--- src/rtl/cic_downsampler.sv ---
// cic_downsampler: forwards one of every R integrator samples to the comb chain,
// with runtime-selectable R, sticky overrun and rate-error flags.
module cic_downsampler #(
  parameter int WordLengthBits = 29,
  parameter int MaxRate        = 64,
  parameter int RateBits       = $clog2(MaxRate + 1)
) (
  input  logic                      clk,
  input  logic                      rst_n,
  input  logic [RateBits-1:0]       rate,
  input  logic [WordLengthBits-1:0] in,
  input  logic                      in_valid,
  input  logic                      out_ready,
  output logic [WordLengthBits-1:0] out,
  output logic                      out_valid,
  output logic                      overrun,
  output logic                      rate_err
);
  localparam logic [RateBits-1:0] MaxR = RateBits'(MaxRate);
  logic [WordLengthBits-1:0] out_q, out_d;
  logic [RateBits-1:0]       phase_q, phase_d, active_q, active_d, rate_map, eff;
  logic                      out_valid_q, out_valid_d, overrun_q, overrun_d;
  logic                      rate_err_q, rate_err_d, first_q, first_d;
  logic                      rate_hi, emit, load;
  always_comb begin
    rate_hi     = rate > MaxR;
    rate_map    = rate_hi ? MaxR : (rate < RateBits'(2) ? RateBits'(1) : rate);
    // The first clock after reset already runs with the freshly loaded rate.
    eff         = first_q ? rate_map : active_q;
    emit        = in_valid && (phase_q == eff - RateBits'(1));
    load        = first_q || emit;
    phase_d     = emit ? '0 : (in_valid ? phase_q + RateBits'(1) : phase_q);
    active_d    = load ? rate_map : active_q;
    first_d     = 1'b0;
    rate_err_d  = rate_err_q || (load && rate_hi);
    out_d       = emit ? in : out_q;
    out_valid_d = emit || (out_valid_q && !out_ready);
    overrun_d   = overrun_q || (emit && out_valid_q && !out_ready);
  end
  always_ff @(posedge clk or negedge rst_n) begin
    if (!rst_n) begin
      out_q       <= '0;
      out_valid_q <= 1'b0;
      overrun_q   <= 1'b0;
      rate_err_q  <= 1'b0;
      phase_q     <= '0;
      active_q    <= RateBits'(1);
      first_q     <= 1'b1;
    end else begin
      out_q       <= out_d;
      out_valid_q <= out_valid_d;
      overrun_q   <= overrun_d;
      rate_err_q  <= rate_err_d;
      phase_q     <= phase_d;
      active_q    <= active_d;
      first_q     <= first_d;
    end
  end
  assign out       = out_q;
  assign out_valid = out_valid_q;
  assign overrun   = overrun_q;
  assign rate_err  = rate_err_q;
endmodule

--- config.mk ---
export PLATFORM = sky130hd
export DESIGN_NAME = cic_downsampler
export DESIGN_NICKNAME = d
export VERILOG_FILES = /design/src/rtl/cic_downsampler.sv
export SDC_FILE = /design/constraint.sdc
export NUM_CORES = 1
export LEC_CHECK = 0
export ABC_CLOCK_PERIOD_IN_PS = 3250
export CORE_ASPECT_RATIO = 0.8
export CORE_MARGIN = 2
export CORE_UTILIZATION = 46
export CTS_CLUSTER_DIAMETER = 40
export DETAILED_ROUTE_END_ITERATION = 16
export PLACE_DENSITY = 0.85
export SYNTH_ARGS = -nofsm -noshare
export SYNTH_HDL_FRONTEND = slang
export SYNTH_SLANG_ARGS = --single-unit
--- constraint.sdc ---
create_clock -name clk -period 3.25 [get_ports clk]
set_input_delay 0.8125 -clock clk [delete_from_list [all_inputs] [get_ports clk]]
set_output_delay 0.8125 -clock clk [all_outputs]
set_load 0.1 [all_outputs]
==> impl_results.html <==
<table>
<tr><th>Metric</th><th>Value</th></tr>
<tr><th colspan="2">Route</th></tr>
<tr><td>Antenna Violating Nets Remaining</td><td>0</td></tr>
<tr><td>Wirelength per Cell</td><td>about 14 um</td></tr>
<tr><td>Overall routed net length</td><td>around 4.7 mm</td></tr>
<tr><td>DRT Pass-1 Iters</td><td>4</td></tr>
<tr><td>Drt initial violations</td><td>70</td></tr>
<tr><td>DRC violation count after routing</td><td>0</td></tr>
<tr><td>Vias post-DR</td><td>between 1,500 and 2,000</td></tr>
<tr><td>Via density per instance</td><td>between 4 and 5</td></tr>
<tr><th colspan="2">Synth</th></tr>
<tr><td>Netlist area before placement</td><td>~2300 um^2</td></tr>
<tr><td>Number of enable flip-flop cells after synthesis</td><td>0</td></tr>
<tr><td>Synthesis-stage register bit count</td><td>47</td></tr>
<tr><td>Number of nets in the synthesized netlist</td><td>about 230</td></tr>
<tr><td>Fraction of the yosys area taken by sequential cells</td><td>0.5117</td></tr>
<tr><td>Yosys warning total</td><td>0</td></tr>
<tr><td>Post-synthesis instance total</td><td>between 150 and 200</td></tr>
<tr><td>Dominant register cell in the synthesized netlist</td><td>dfrtp_1</td></tr>
<tr><td>Avg Cell Area, Syn</td><td>around 12 um^2</td></tr>
<tr><td>Synth async-reset ratio</td><td>1.000</td></tr>
<tr><td>Count of cell types in the netlist</td><td>44</td></tr>
<tr><th colspan="2">Cells and area</th></tr>
<tr><td>Layout overhead on the synthesized area</td><td>41.72%</td></tr>
<tr><td>Number of nets in the finished design</td><td>between 300 and 400</td></tr>
<tr><td>Antenna Diode Count</td><td>0</td></tr>
<tr><td>Layout cell share with drive strength beyond 1</td><td>0.4139</td></tr>
<tr><td>Core Util, Final</td><td>0.6634</td></tr>
<tr><th colspan="2">Clocking</th></tr>
<tr><td>Master cell of the clock root buffer</td><td>clkbuf_8</td></tr>
<tr><td>Clock tree from TritonCTS</td><td>built</td></tr>
<tr><td>CTS buffer count</td><td>5</td></tr>
<tr><td>Buffer depth of the longest clock path</td><td>2</td></tr>
<tr><td>Clock-pin slew on the worst setup and hold paths</td><td>around 0.080 ns</td></tr>
<tr><td># H-tree levels</td><td>2</td></tr>
<tr><td>Later-pin clock latency in the skew report</td><td>0.29 ns</td></tr>
<tr><td>CTS sink cnt</td><td>47</td></tr>
<tr><th colspan="2">Floorplan</th></tr>
<tr><td>Vert. Die Dim</td><td>67.30 um</td></tr>
<tr><td>Top-Level Pins</td><td>72</td></tr>
<tr><td>Die Span X</td><td>83.12 um</td></tr>
<tr><td>Starting Density</td><td>0.4681</td></tr>
<tr><td>Die ar.</td><td>about 5600 um^2</td></tr>
<tr><td>Total core area</td><td>between 4000 and 5000 um^2</td></tr>
<tr><td>Number of rows in the core area</td><td>23</td></tr>
<tr><th colspan="2">STA</th></tr>
<tr><td>Number of max-slew violations in the final report</td><td>0</td></tr>
<tr><td>Final hold violation count</td><td>0</td></tr>
<tr><td>Minimum hold slack</td><td>about 0.44 ns</td></tr>
<tr><td>Final period demand of the worst path</td><td>~3.2 ns</td></tr>
<tr><td>Setup repair after global routing missed its margin</td><td>yes</td></tr>
<tr><td>Fmax achieved</td><td>~310 MHz</td></tr>
<tr><td>Post-route clock period utilization</td><td>0.9897</td></tr>
<tr><td>Clock tree skew after final layout</td><td>around 0.0042 ns</td></tr>
<tr><td>Setup violators final</td><td>0</td></tr>
<tr><td>TNS Setup</td><td>0 ns</td></tr>
<tr><th colspan="2">Critical path</th></tr>
<tr><td>Cell breakdown of the critical path</td><td>buf_6 -&gt; or4_4 -&gt; nor3_4 -&gt; nor2_1 -&gt; ha_2 -&gt; or4_1 -&gt; nand4_1 -&gt; mux2_4 -&gt; o2111ai_4 -&gt; nor2b_4 -&gt; mux2_4</td></tr>
<tr><td>Family with the most delay on the worst path</td><td>simple AND/OR/NAND/NOR gates</td></tr>
<tr><td>Internal reg-to-reg setup slack</td><td>between 0.4 and 0.5 ns</td></tr>
<tr><td>Number of cells on the critical path</td><td>11</td></tr>
<tr><td>Launching element type of the critical path</td><td>primary input</td></tr>
<tr><td>Slowest stage cell, crit path</td><td>or4_4</td></tr>
<tr><td>Dominant cell type by count on the critical path</td><td>mux2_4</td></tr>
<tr><td>Worst endpoint required time</td><td>between 3 and 4 ns</td></tr>
<tr><td>CP peak stage delay</td><td>around 0.54 ns</td></tr>
<tr><td>Endpoint class of the critical path</td><td>flop</td></tr>
<tr><td>Combined buffer and inverter count along the critical path</td><td>1</td></tr>
<tr><td>Reg2reg path depth</td><td>7</td></tr>
<tr><td>Path type of the worst setup path</td><td>primary input to flop</td></tr>
<tr><td>Critical Path Fanout Max</td><td>8</td></tr>
<tr><td>Arrival @ worst endpoint</td><td>3.39 ns</td></tr>
<tr><th colspan="2">Global route</th></tr>
<tr><td>Vias in the first global route</td><td>between 1,500 and 2,000</td></tr>
<tr><td>Initial antenna violation count</td><td>0</td></tr>
<tr><td>Global routing usage summed across all routing layers</td><td>0.1707</td></tr>
<tr><td>Maximum number of pins on one net before global-route repair</td><td>39</td></tr>
<tr><td>Wire length of the first global-routing pass</td><td>around 7.6 mm</td></tr>
<tr><td>GRT overflow</td><td>0</td></tr>
<tr><th colspan="2">Placed design</th></tr>
<tr><td>Detailed placement HPWL</td><td>3.420 mm</td></tr>
<tr><td>Number of buffers inserted by port buffering</td><td>71</td></tr>
<tr><td>Final weighted congestion in routability-driven placement</td><td>0.8985</td></tr>
<tr><th colspan="2">Outcome</th></tr>
<tr><td>Run status</td><td>completed</td></tr>
<tr><th colspan="2">Pwr</th></tr>
<tr><td>PwrDens</td><td>726.6 nW/um^2</td></tr>
<tr><td>Leakage power of the design</td><td>about 1.6 nW</td></tr>
<tr><td>Worst vdd rail ir drop</td><td>between 0.4 and 0.5 mV</td></tr>
<tr><th colspan="2">Worst hold path</th></tr>
<tr><td>Worst min-delay path class</td><td>primary input to asynchronous set/reset pin</td></tr>
<tr><th colspan="2">Flow run</th></tr>
<tr><td>Max Cap Violations</td><td>0</td></tr>
</table>
-- layout by cell type (no fill, tap or decap), types with 4 or more instances in the layout --
| cell | n |
|---|---|
| mux2i_1 | 6 |
| mux2_2 | 30 |
| xnor2_1 | 6 |
| nand2b_1 | 5 |
| clkbuf_8 | 5 |
| clkdlybuf4s50_1 | 31 |
| nor2b_1 | 4 |
| xor2_1 | 5 |
| and2_1 | 5 |
| buf_4 | 48 |
| mux2_4 | 6 |
| dfrtp_1 | 45 |
| inv_1 | 4 |
| nand2_1 | 7 |
| nor2_1 | 10 |
-- cells in the mapped netlist, types with 4 or more instances --
master    count  area [um^2]
and2_1        5        31.28
mux2i_1       6        60.06
inv_1         4        15.01
nand2_1       7        26.28
mux2_4        5        75.07
xnor2_1       6        52.55
xor2_1        5        43.79
nor2_1       10        37.54
buf_2         6        30.03
mux2_2       31        349.1
nor2b_1       5        31.28
nand2b_1      5        31.28
dfrtp_1      45         1126
-- through the flow --
stage / std cells / instance area [um^2] / worst slack, ns / total power, mW
6_report: 335 / 3264 / 0.03343 / 2.372
5_1_grt: 335 / 3264 / -0.04997 / 2.482
4_1_cts: 333 / 3234 / 0.01214 / 2.394
3_5_place_dp: 324 / 3089 / -0.6983 / 1.961
3_3_place_gp: 324 / 3089 / -0.6481 / 1.939
2_1_floorplan: 185 / 2312 / -0.1131 / 1.675
-- cell type report --
cell class              count  area [um^2]
inverters                   4        15.01
well taps                  62        77.57
multi-input cells         125         1100
flip-flops and latches     47         1179
fillers                   370         1657
clock buffers               5        68.82
repair buffers             89        780.7
clock inverters             3        43.79
-- per-layer routing --
metal | share of wire | GRT usage | vias to the layer above
li1 | - | - | 817
met1 | 0.47 | 0.2408 | 799
met2 | 0.47 | 0.2651 | 47
met3 | 0.049 | 0.04523 | 5
met4 | 0.0074 | 0.04303 | 0
met5 | 0 | 0 | -
-- registers in the layout, summed over array words and instances (netlist names) --
register   count
out           29
active_q       7
phase_q        7
first_q        1
out_valid      1
overrun        1
rate_err       1
-- timing repair --
action / in CTS / in global routing
endpoints found under the hold margin: 0 / 0
resized for setup: 14 / 10
endpoints found under the setup margin: 46 / 39
setup buffers: 1 / 1
pin swaps: 6 / 6
cloned: 0 / 1
hold buffers: 0 / 0
-- worst reg2reg max path, cell delays in order (launching register included) --
cell       delay (ns)
dfstp_2          0.60
buf_4            0.24
mux2_2           0.40
o31a_1           0.33
a2111oi_4        0.34
o2111ai_4        0.23
nor2b_4          0.23
mux2_4           0.31
-- path summary, 6_finish.rpt --
check	start	endpoint
worst max-delay path	rate[2]	active_q[3]
worst max register to register	first_q	active_q[3]
max in group asynchronous	rst_n	first_q
worst min-delay path	rst_n	active_q[1]
worst min register to register	rate_err	rate_err
min in group clk	rate_err	rate_err
-- logic make-up (layout without fill, tap and decap cells) --
| group | after synthesis | in the layout | synth area share |
|---|---|---|---|
| AOI/OAI and AO/OA | 18 | 18 | 0.06463 |
| xor gates and xnor gates | 11 | 11 | 0.04182 |
| adders and majority gates | 2 | 2 | 0.01086 |
| buffers and inverters | 13 | 101 | 0.02824 |
| DFF | 47 | 47 | 0.5117 |
| muxes | 42 | 42 | 0.2102 |
| other | 1 | 1 | 0.001628 |
| and+or+nand+nor | 51 | 51 | 0.1309 |
-- power breakdown --
part / switching (mW) / internal (mW)
clock network: 0.192 / 0.229
registers: 0.0939 / 0.707
logic: 0.814 / 0.336
total: 1.10 / 1.27
Power figures use the tool's default switching activity.
